--- src/rtl/fir_pkg.sv ---
// Shared definitions for the serial FIR controller and its sample feeder:
// FSM state encoding, a ceiling-log2 helper and the FIR busy-window length.
package fir_pkg;

  // Feeder FSM states; explicit encoding so the illegal code 2'b11 is easy to spot
  typedef enum logic [1:0] {
    ST_IDLE  = 2'b00,
    ST_ISSUE = 2'b01,
    ST_WAIT  = 2'b10
  } fsm_state_t;

  // Default tap count, matching the FIR controller build
  localparam int DEFAULT_NUM_COEF = 17;

  // Cycles the FIR controller needs from val_in to val_out
  localparam int FIR_BUSY_WINDOW = DEFAULT_NUM_COEF + 2;

  // Ceiling log2, usable in constant expressions
  function automatic int log2_ceil(input int value);
    int result;
    int v;
    result = 0;
    v      = value - 1;
    while (v > 0) begin
      result = result + 1;
      v      = v >> 1;
    end
    return result;
  endfunction

  // Busy window for an arbitrary tap count
  function automatic int busy_window(input int num_coef);
    return num_coef + 2;
  endfunction

endpackage

--- src/rtl/sample_fifo.sv ---
// Synchronous sample FIFO. Writes beyond full and reads of an empty FIFO are
// ignored, so the caller never corrupts occupancy. Read data is the head entry,
// which the consumer captures into its own register when it pops.
module sample_fifo
  import fir_pkg::*;
#(
  parameter int DATA_W = 16,
  parameter int DEPTH  = 4,
  localparam int PTR_W = log2_ceil(DEPTH),
  localparam int CNT_W = log2_ceil(DEPTH) + 1
) (
  input  logic              clk,
  input  logic              rst,
  input  logic              wr_en,
  input  logic [DATA_W-1:0] wr_data,
  input  logic              rd_en,
  output logic [DATA_W-1:0] rd_data,
  output logic              full,
  output logic              empty
);

  logic [DATA_W-1:0] mem [DEPTH];
  logic [PTR_W-1:0]  wr_ptr_reg;
  logic [PTR_W-1:0]  rd_ptr_reg;
  logic [CNT_W-1:0]  count_reg;
  logic              wr_fire;
  logic              rd_fire;

  // Full/empty come straight from the registered count, i.e. the pre-read
  // occupancy: a write offered while full is refused even if a pop happens.
  assign full    = (count_reg == CNT_W'(DEPTH));
  assign empty   = (count_reg == '0);
  assign wr_fire = wr_en && !full;
  assign rd_fire = rd_en && !empty;
  assign rd_data = mem[rd_ptr_reg];

  // Storage array; no reset so it maps onto plain RAM
  always_ff @(posedge clk) begin
    if (wr_fire) begin
      mem[wr_ptr_reg] <= wr_data;
    end
  end

  // Pointers wrap naturally because DEPTH is a power of two
  always_ff @(posedge clk) begin
    if (rst) begin
      wr_ptr_reg <= '0;
      rd_ptr_reg <= '0;
    end else begin
      if (wr_fire) begin
        wr_ptr_reg <= wr_ptr_reg + 1'b1;
      end
      if (rd_fire) begin
        rd_ptr_reg <= rd_ptr_reg + 1'b1;
      end
    end
  end

  // Occupancy count tracks simultaneous push and pop
  always_ff @(posedge clk) begin
    if (rst) begin
      count_reg <= '0;
    end else begin
      case ({wr_fire, rd_fire})
        2'b10:   count_reg <= count_reg + 1'b1;
        2'b01:   count_reg <= count_reg - 1'b1;
        default: count_reg <= count_reg;
      endcase
    end
  end

endmodule

--- src/rtl/fir_sample_feeder.sv ---
// Upstream driver for the serial FIR controller. Buffers incoming samples,
// strobes the filter with one sample at a time only while it is idle, captures
// each result, and flags a sticky watchdog error if the filter never answers.
module fir_sample_feeder
  import fir_pkg::*;
#(
  parameter int Num_coef    = DEFAULT_NUM_COEF,
  parameter int DATA_W      = 16,
  parameter int OUT_W       = 36,
  parameter int FIFO_DEPTH  = 4,
  parameter int WDOG_MARGIN = 4
) (
  input  logic              clk,
  input  logic              rst,
  input  logic [DATA_W-1:0] din,
  input  logic              din_val,
  output logic              din_rdy,
  output logic [DATA_W-1:0] filt_din,
  output logic              filt_val_in,
  input  logic              filt_val_out,
  input  logic [OUT_W-1:0]  filt_dout,
  output logic [OUT_W-1:0]  dout,
  output logic              dout_val,
  output logic              busy,
  output logic              wdog_err
);

  // Cycles after the strobe at which a missing answer is declared a timeout
  localparam int WDOG_LIMIT = busy_window(Num_coef) + WDOG_MARGIN;
  localparam int WDOG_W     = log2_ceil(WDOG_LIMIT) + 1;

  fsm_state_t        state_reg;
  logic [DATA_W-1:0] filt_din_reg;
  logic              filt_val_in_reg;
  logic [OUT_W-1:0]  dout_reg;
  logic              dout_val_reg;
  logic              busy_reg;
  logic              wdog_err_reg;
  logic [WDOG_W-1:0] wdog_cnt_reg;

  logic              fifo_full;
  logic              fifo_empty;
  logic [DATA_W-1:0] fifo_rd_data;
  logic              fifo_pop;

  // The head is popped in the same cycle the FSM latches it into filt_din
  assign fifo_pop = (state_reg == ST_IDLE) && !fifo_empty;
  assign din_rdy  = !fifo_full;

  sample_fifo #(
    .DATA_W (DATA_W),
    .DEPTH  (FIFO_DEPTH)
  ) u_fifo (
    .clk     (clk),
    .rst     (rst),
    .wr_en   (din_val),
    .wr_data (din),
    .rd_en   (fifo_pop),
    .rd_data (fifo_rd_data),
    .full    (fifo_full),
    .empty   (fifo_empty)
  );

  // Feeder FSM with registered outputs and watchdog. The watchdog counts cycles
  // since the strobe: it is cleared as the FSM enters ISSUE, so it reads 0 in
  // the strobe cycle and k in the k-th cycle after it.
  always_ff @(posedge clk) begin
    if (rst) begin
      state_reg       <= ST_IDLE;
      filt_din_reg    <= '0;
      filt_val_in_reg <= 1'b0;
      dout_reg        <= '0;
      dout_val_reg    <= 1'b0;
      busy_reg        <= 1'b0;
      wdog_err_reg    <= 1'b0;
      wdog_cnt_reg    <= '0;
    end else begin
      filt_val_in_reg <= 1'b0;
      dout_val_reg    <= 1'b0;
      case (state_reg)
        ST_IDLE: begin
          if (!fifo_empty) begin
            filt_din_reg    <= fifo_rd_data;
            filt_val_in_reg <= 1'b1;
            busy_reg        <= 1'b1;
            wdog_cnt_reg    <= '0;
            state_reg       <= ST_ISSUE;
          end
        end
        ST_ISSUE: begin
          wdog_cnt_reg <= wdog_cnt_reg + 1'b1;
          state_reg    <= ST_WAIT;
        end
        ST_WAIT: begin
          if (filt_val_out) begin
            dout_reg     <= filt_dout;
            dout_val_reg <= 1'b1;
            busy_reg     <= 1'b0;
            state_reg    <= ST_IDLE;
          end else if (wdog_cnt_reg == WDOG_W'(WDOG_LIMIT - 1)) begin
            wdog_err_reg <= 1'b1;
            busy_reg     <= 1'b0;
            state_reg    <= ST_IDLE;
          end else begin
            wdog_cnt_reg <= wdog_cnt_reg + 1'b1;
          end
        end
        default: begin
          busy_reg  <= 1'b0;
          state_reg <= ST_IDLE;
        end
      endcase
    end
  end

  assign filt_din    = filt_din_reg;
  assign filt_val_in = filt_val_in_reg;
  assign dout        = dout_reg;
  assign dout_val    = dout_val_reg;
  assign busy        = busy_reg;
  assign wdog_err    = wdog_err_reg;

endmodule

--- config.mk ---
export PLATFORM = sky130hd
export DESIGN_NAME = fir_sample_feeder
export DESIGN_NICKNAME = d
export VERILOG_FILES = /design/src/rtl/fir_pkg.sv /design/src/rtl/sample_fifo.sv /design/src/rtl/fir_sample_feeder.sv
export SDC_FILE = /design/constraint.sdc
export NUM_CORES = 1
export LEC_CHECK = 0
export BUFFER_PORTS_ARGS = -buffer_cell sky130_fd_sc_hd__buf_2
export CAP_MARGIN = 15
export CORE_ASPECT_RATIO = 1.4
export CORE_MARGIN = 5
export CORE_UTILIZATION = 48
export CTS_BUF_LIST = sky130_fd_sc_hd__clkbuf_4 sky130_fd_sc_hd__clkbuf_8 sky130_fd_sc_hd__clkbuf_16
export DETAILED_ROUTE_END_ITERATION = 12
export GPL_TIMING_DRIVEN = 1
export PLACE_DENSITY = 0.85
export SLEW_MARGIN = 25
export SYNTH_ARGS = -nofsm -noshare
export SYNTH_HDL_FRONTEND = slang
export SYNTH_SLANG_ARGS = --single-unit
--- constraint.sdc ---
create_clock -name clk -period 2.3 [get_ports clk]
set_input_delay 0.46 -clock clk [delete_from_list [all_inputs] [get_ports clk]]
set_output_delay 0.46 -clock clk [all_outputs]
set_load 0.02 [all_outputs]
==> metrics.md <==
| Metric | Value |
|---|---|
| Global-route wire length before repair | 17400 microns |
| Crit path launch type | register |
| Clk_lat worst skew | 0.41 ns |
| DR iter-0 viols | roughly 120 |
| TritonCTS clock tree | yes |
| Initial antenna violation count | 0 |
| P_leak | about 2.6 nW |
| Clock Tree Buf Depth | 2 |
| Sink Count | around 140 |
| Number of port buffers | 112 |
| Status | finished, final reports clean |
| Tmin final | roughly 2.2 ns |
| Peak supply drop | between 0.0006 and 0.0007 V |
| Starting density of the core | just under 50% |
| Yosys top cell area share | between 30% and 40% |
| Crit Path Class | reg -> reg |
| Final Hold Fails | 0 |
| Largest register FFs | 64 |
| Rows | 44 |
| Io pins | 113 |
| Yosys reg bits | about 140 |
| Die Wd | around 97 microns |
| GR Util met2 | slightly above 30% |
| Post-synth top area cell | edfxtp_1 |
| Hpwl dp | roughly 7600 microns |
| Clk_skew | 0.00645 ns |
| Nets | between 600 and 700 |
| Required @ worst endpoint | between 2 and 3 ns |
| Power, Total | around 0.0080 W |
| CTS H-tree lvls | 4 |
| R2r endpoint | u_fifo.count_reg[2] |
| Hold endpoint | u_fifo.mem[2][0] |
| Synth unique cells | 38 |
| Routed vias/inst | 5.10 |
| Worst Setup End Kind | register |
| Post-synth top cells | 109 x nand2_1, 71 x dfxtp_1, 64 x edfxtp_1, 62 x a21oi_1 |
| Initial DRT Pass Iterations | 4 |
| Worst r2r src | u_fifo.count_reg[0] |
| Worst endpoint data arrival time | approximately 2.6 ns |
| YS warnings | 0 |
| Relative max-transition margin | between 60% and 70% |
| GRT Max-Usage Layer | met2 |
| GRT Total Usage | between 10% and 20% |
| Vias in the first global route | ~3700 |
| EDFF count, synth | 64 |
| Clock-pin slew on the worst setup and hold paths | 0.06 ns |
| Flop2flop setup slack | around 0.07 ns |
| WL/cell | between 15 and 20 microns |
| Worst-Margin Slew | between 0.4 and 0.5 ns |
| Share of cells above drive strength 1 | about a third |
| Post-synth ARST share | 0% |
| Largest net degree at the start of global routing | 39 |
| Full die area | between 10000 and 15000 sq um |
| DR vias | 3641 |
| Ys flop type | dfxtp_1 |
| Max Cap Viol | 0 |
| Placeable Area | 10400 sq um |
| Diodes inserted | 0 |
| Cell area after synthesis | 5140 sq um |
| Power Density | 1220 nW/um^2 |
| Num CTS Buffers | 17 |
| Final ANT Viol Nets | 0 |
| Worst Hold Depth | 1 |
| Met3 global-route usage | 6.53% |
| Worst Hold Class | in -> reg |
| DRC | 0 |
| GPL Wtd Cong | slightly above 0.8 |
| Mapped Avg Cell Area | roughly 12 sq um |
| M1 GR Usage | 17.5% |
| Count leader, synth | nand2_1 |
| R2R depth | 9 |
| F_max | approximately 450 MHz |
| Mapped Nets | around 500 |
| Unrepaired setup endpoints after global routing | no |
| Final Util | between 60% and 70% |
| Hold slack | 0.267 ns |
| HP Start | din[0] |
| Clock Tree Root | clkbuf_16 |
| Final setup viols | 0 |
| P&R area growth vs syn | 27.8% |
| Cell area after layout | ~6600 sq um |
| Die height | about 130 microns |
| Sequential share of the synthesized area | between 60 and 70% |
| Period utilisation layout | between 90% and 100% |
| WL final | between 10000 and 15000 microns |
| Overflow after GRT | 0 |
| Dpl cell area | approximately 5900 sq um |
| Post-Syn Instances | about 440 |
| Crit-path max FO | 3 |
| Fin. max-slew vios | 0 |
| Ranking of synthesized cells by area | edfxtp_1 37%, dfxtp_1 28%, nand2_1 8.0% |
[layout make-up]
| type | count | area, sq um |
|---|---|---|
| clock inverters | 15 | 176 |
| flip-flops and latches | 135 | 3340 |
| fillers | 807 | 3840 |
| repair buffers | 131 | 703 |
| clock buffers | 17 | 425 |
| multi-input cells | 264 | 1690 |
| inverters | 14 | 57.6 |
| well taps | 138 | 173 |
[metrics by stage]
step                      setup slack (ns)  cells  TNS, ns
after floorplan                    0.00275    436        0
after global routing                0.0186    714        0
after CTS                           0.0224    711        0
after detailed placement           -0.0931    678  -0.0931
after global placement              0.0749    678        0
final                               0.0706    714        0
[cell usage in the layout, fill, tap and decap left out, types with 3 or more instances in the layout]
cell type   instances
a21oi_1            61
bufinv_16           3
buf_2             112
a211oi_1            3
o32ai_1             3
clkinvlp_4          4
nor2_1             12
nand3_1             4
nand3b_1            3
nor3_1              5
o21ai_0             4
nand2_1           109
buf_4              19
mux4_2             16
dfxtp_1            70
inv_6               3
and3_1              5
clkbuf_16          17
or3_1               3
ha_1                9
inv_1              12
edfxtp_1           64
[where the power goes]
group / internal [W] / switching [W]
logic: 0.000908 / 0.00135
clock network: 0.00171 / 0.000992
registers: 0.00292 / 0.000154
total: 0.00554 / 0.00250
[routing by layer]
metal | vias up | routed length, microns
met4 | 0 | 153
met5 | - | 0
li1 | 1794 | -
met2 | 116 | 5930
met3 | 15 | 768
met1 | 1716 | 4030
[logic make-up (layout without fill, tap and decap cells)]
kind of cell | after synthesis | in the layout | synth area share, %
flip-flops | 135 | 135 | 65.0
AO/OA/AOI/OAI | 78 | 78 | 8.23
AND/OR/NAND/NOR | 153 | 153 | 12.9
adder cells (fa/ha/maj) | 12 | 12 | 3.07
multiplexers | 16 | 16 | 7.01
buffers and inverters | 37 | 177 | 2.87
XOR/XNOR | 5 | 5 | 0.852
[how the worst max path moves through the flow]
| stage | from | endpoint | cells past startpoint |
|---|---|---|---|
| 2_1_floorplan | u_fifo.count_reg[2] | u_fifo.count_reg[2] | 9 |
| 3_3_place_gp | u_fifo.count_reg[0] | u_fifo.count_reg[2] | 9 |
| 3_5_place_dp | u_fifo.count_reg[2] | u_fifo.count_reg[2] | 9 |
| 4_1_cts | u_fifo.count_reg[2] | u_fifo.count_reg[2] | 9 |
| 5_1_grt | u_fifo.count_reg[0] | u_fifo.count_reg[2] | 9 |
| 6_report | u_fifo.count_reg[0] | u_fifo.count_reg[2] | 9 |
[worst max-delay path, cell delays in order (launching register included)]
cell     delay [ns]
dfxtp_1        0.31
or3b_4         0.39
and2_4         0.16
inv_4          0.06
ha_4           0.13
inv_1          0.05
fa_2           0.37
xor2_2         0.16
or3_4          0.37
a21oi_2        0.14
[what timing repair did]
action,in CTS,in global routing
gates resized for setup,5,4
hold buffers,0,0
endpoints found under the hold margin,0,0
pin swaps,2,5
setup endpoints to repair,1,1
buffers inserted,1,3
No activity file was read; power rests on OpenSTA's default activity.
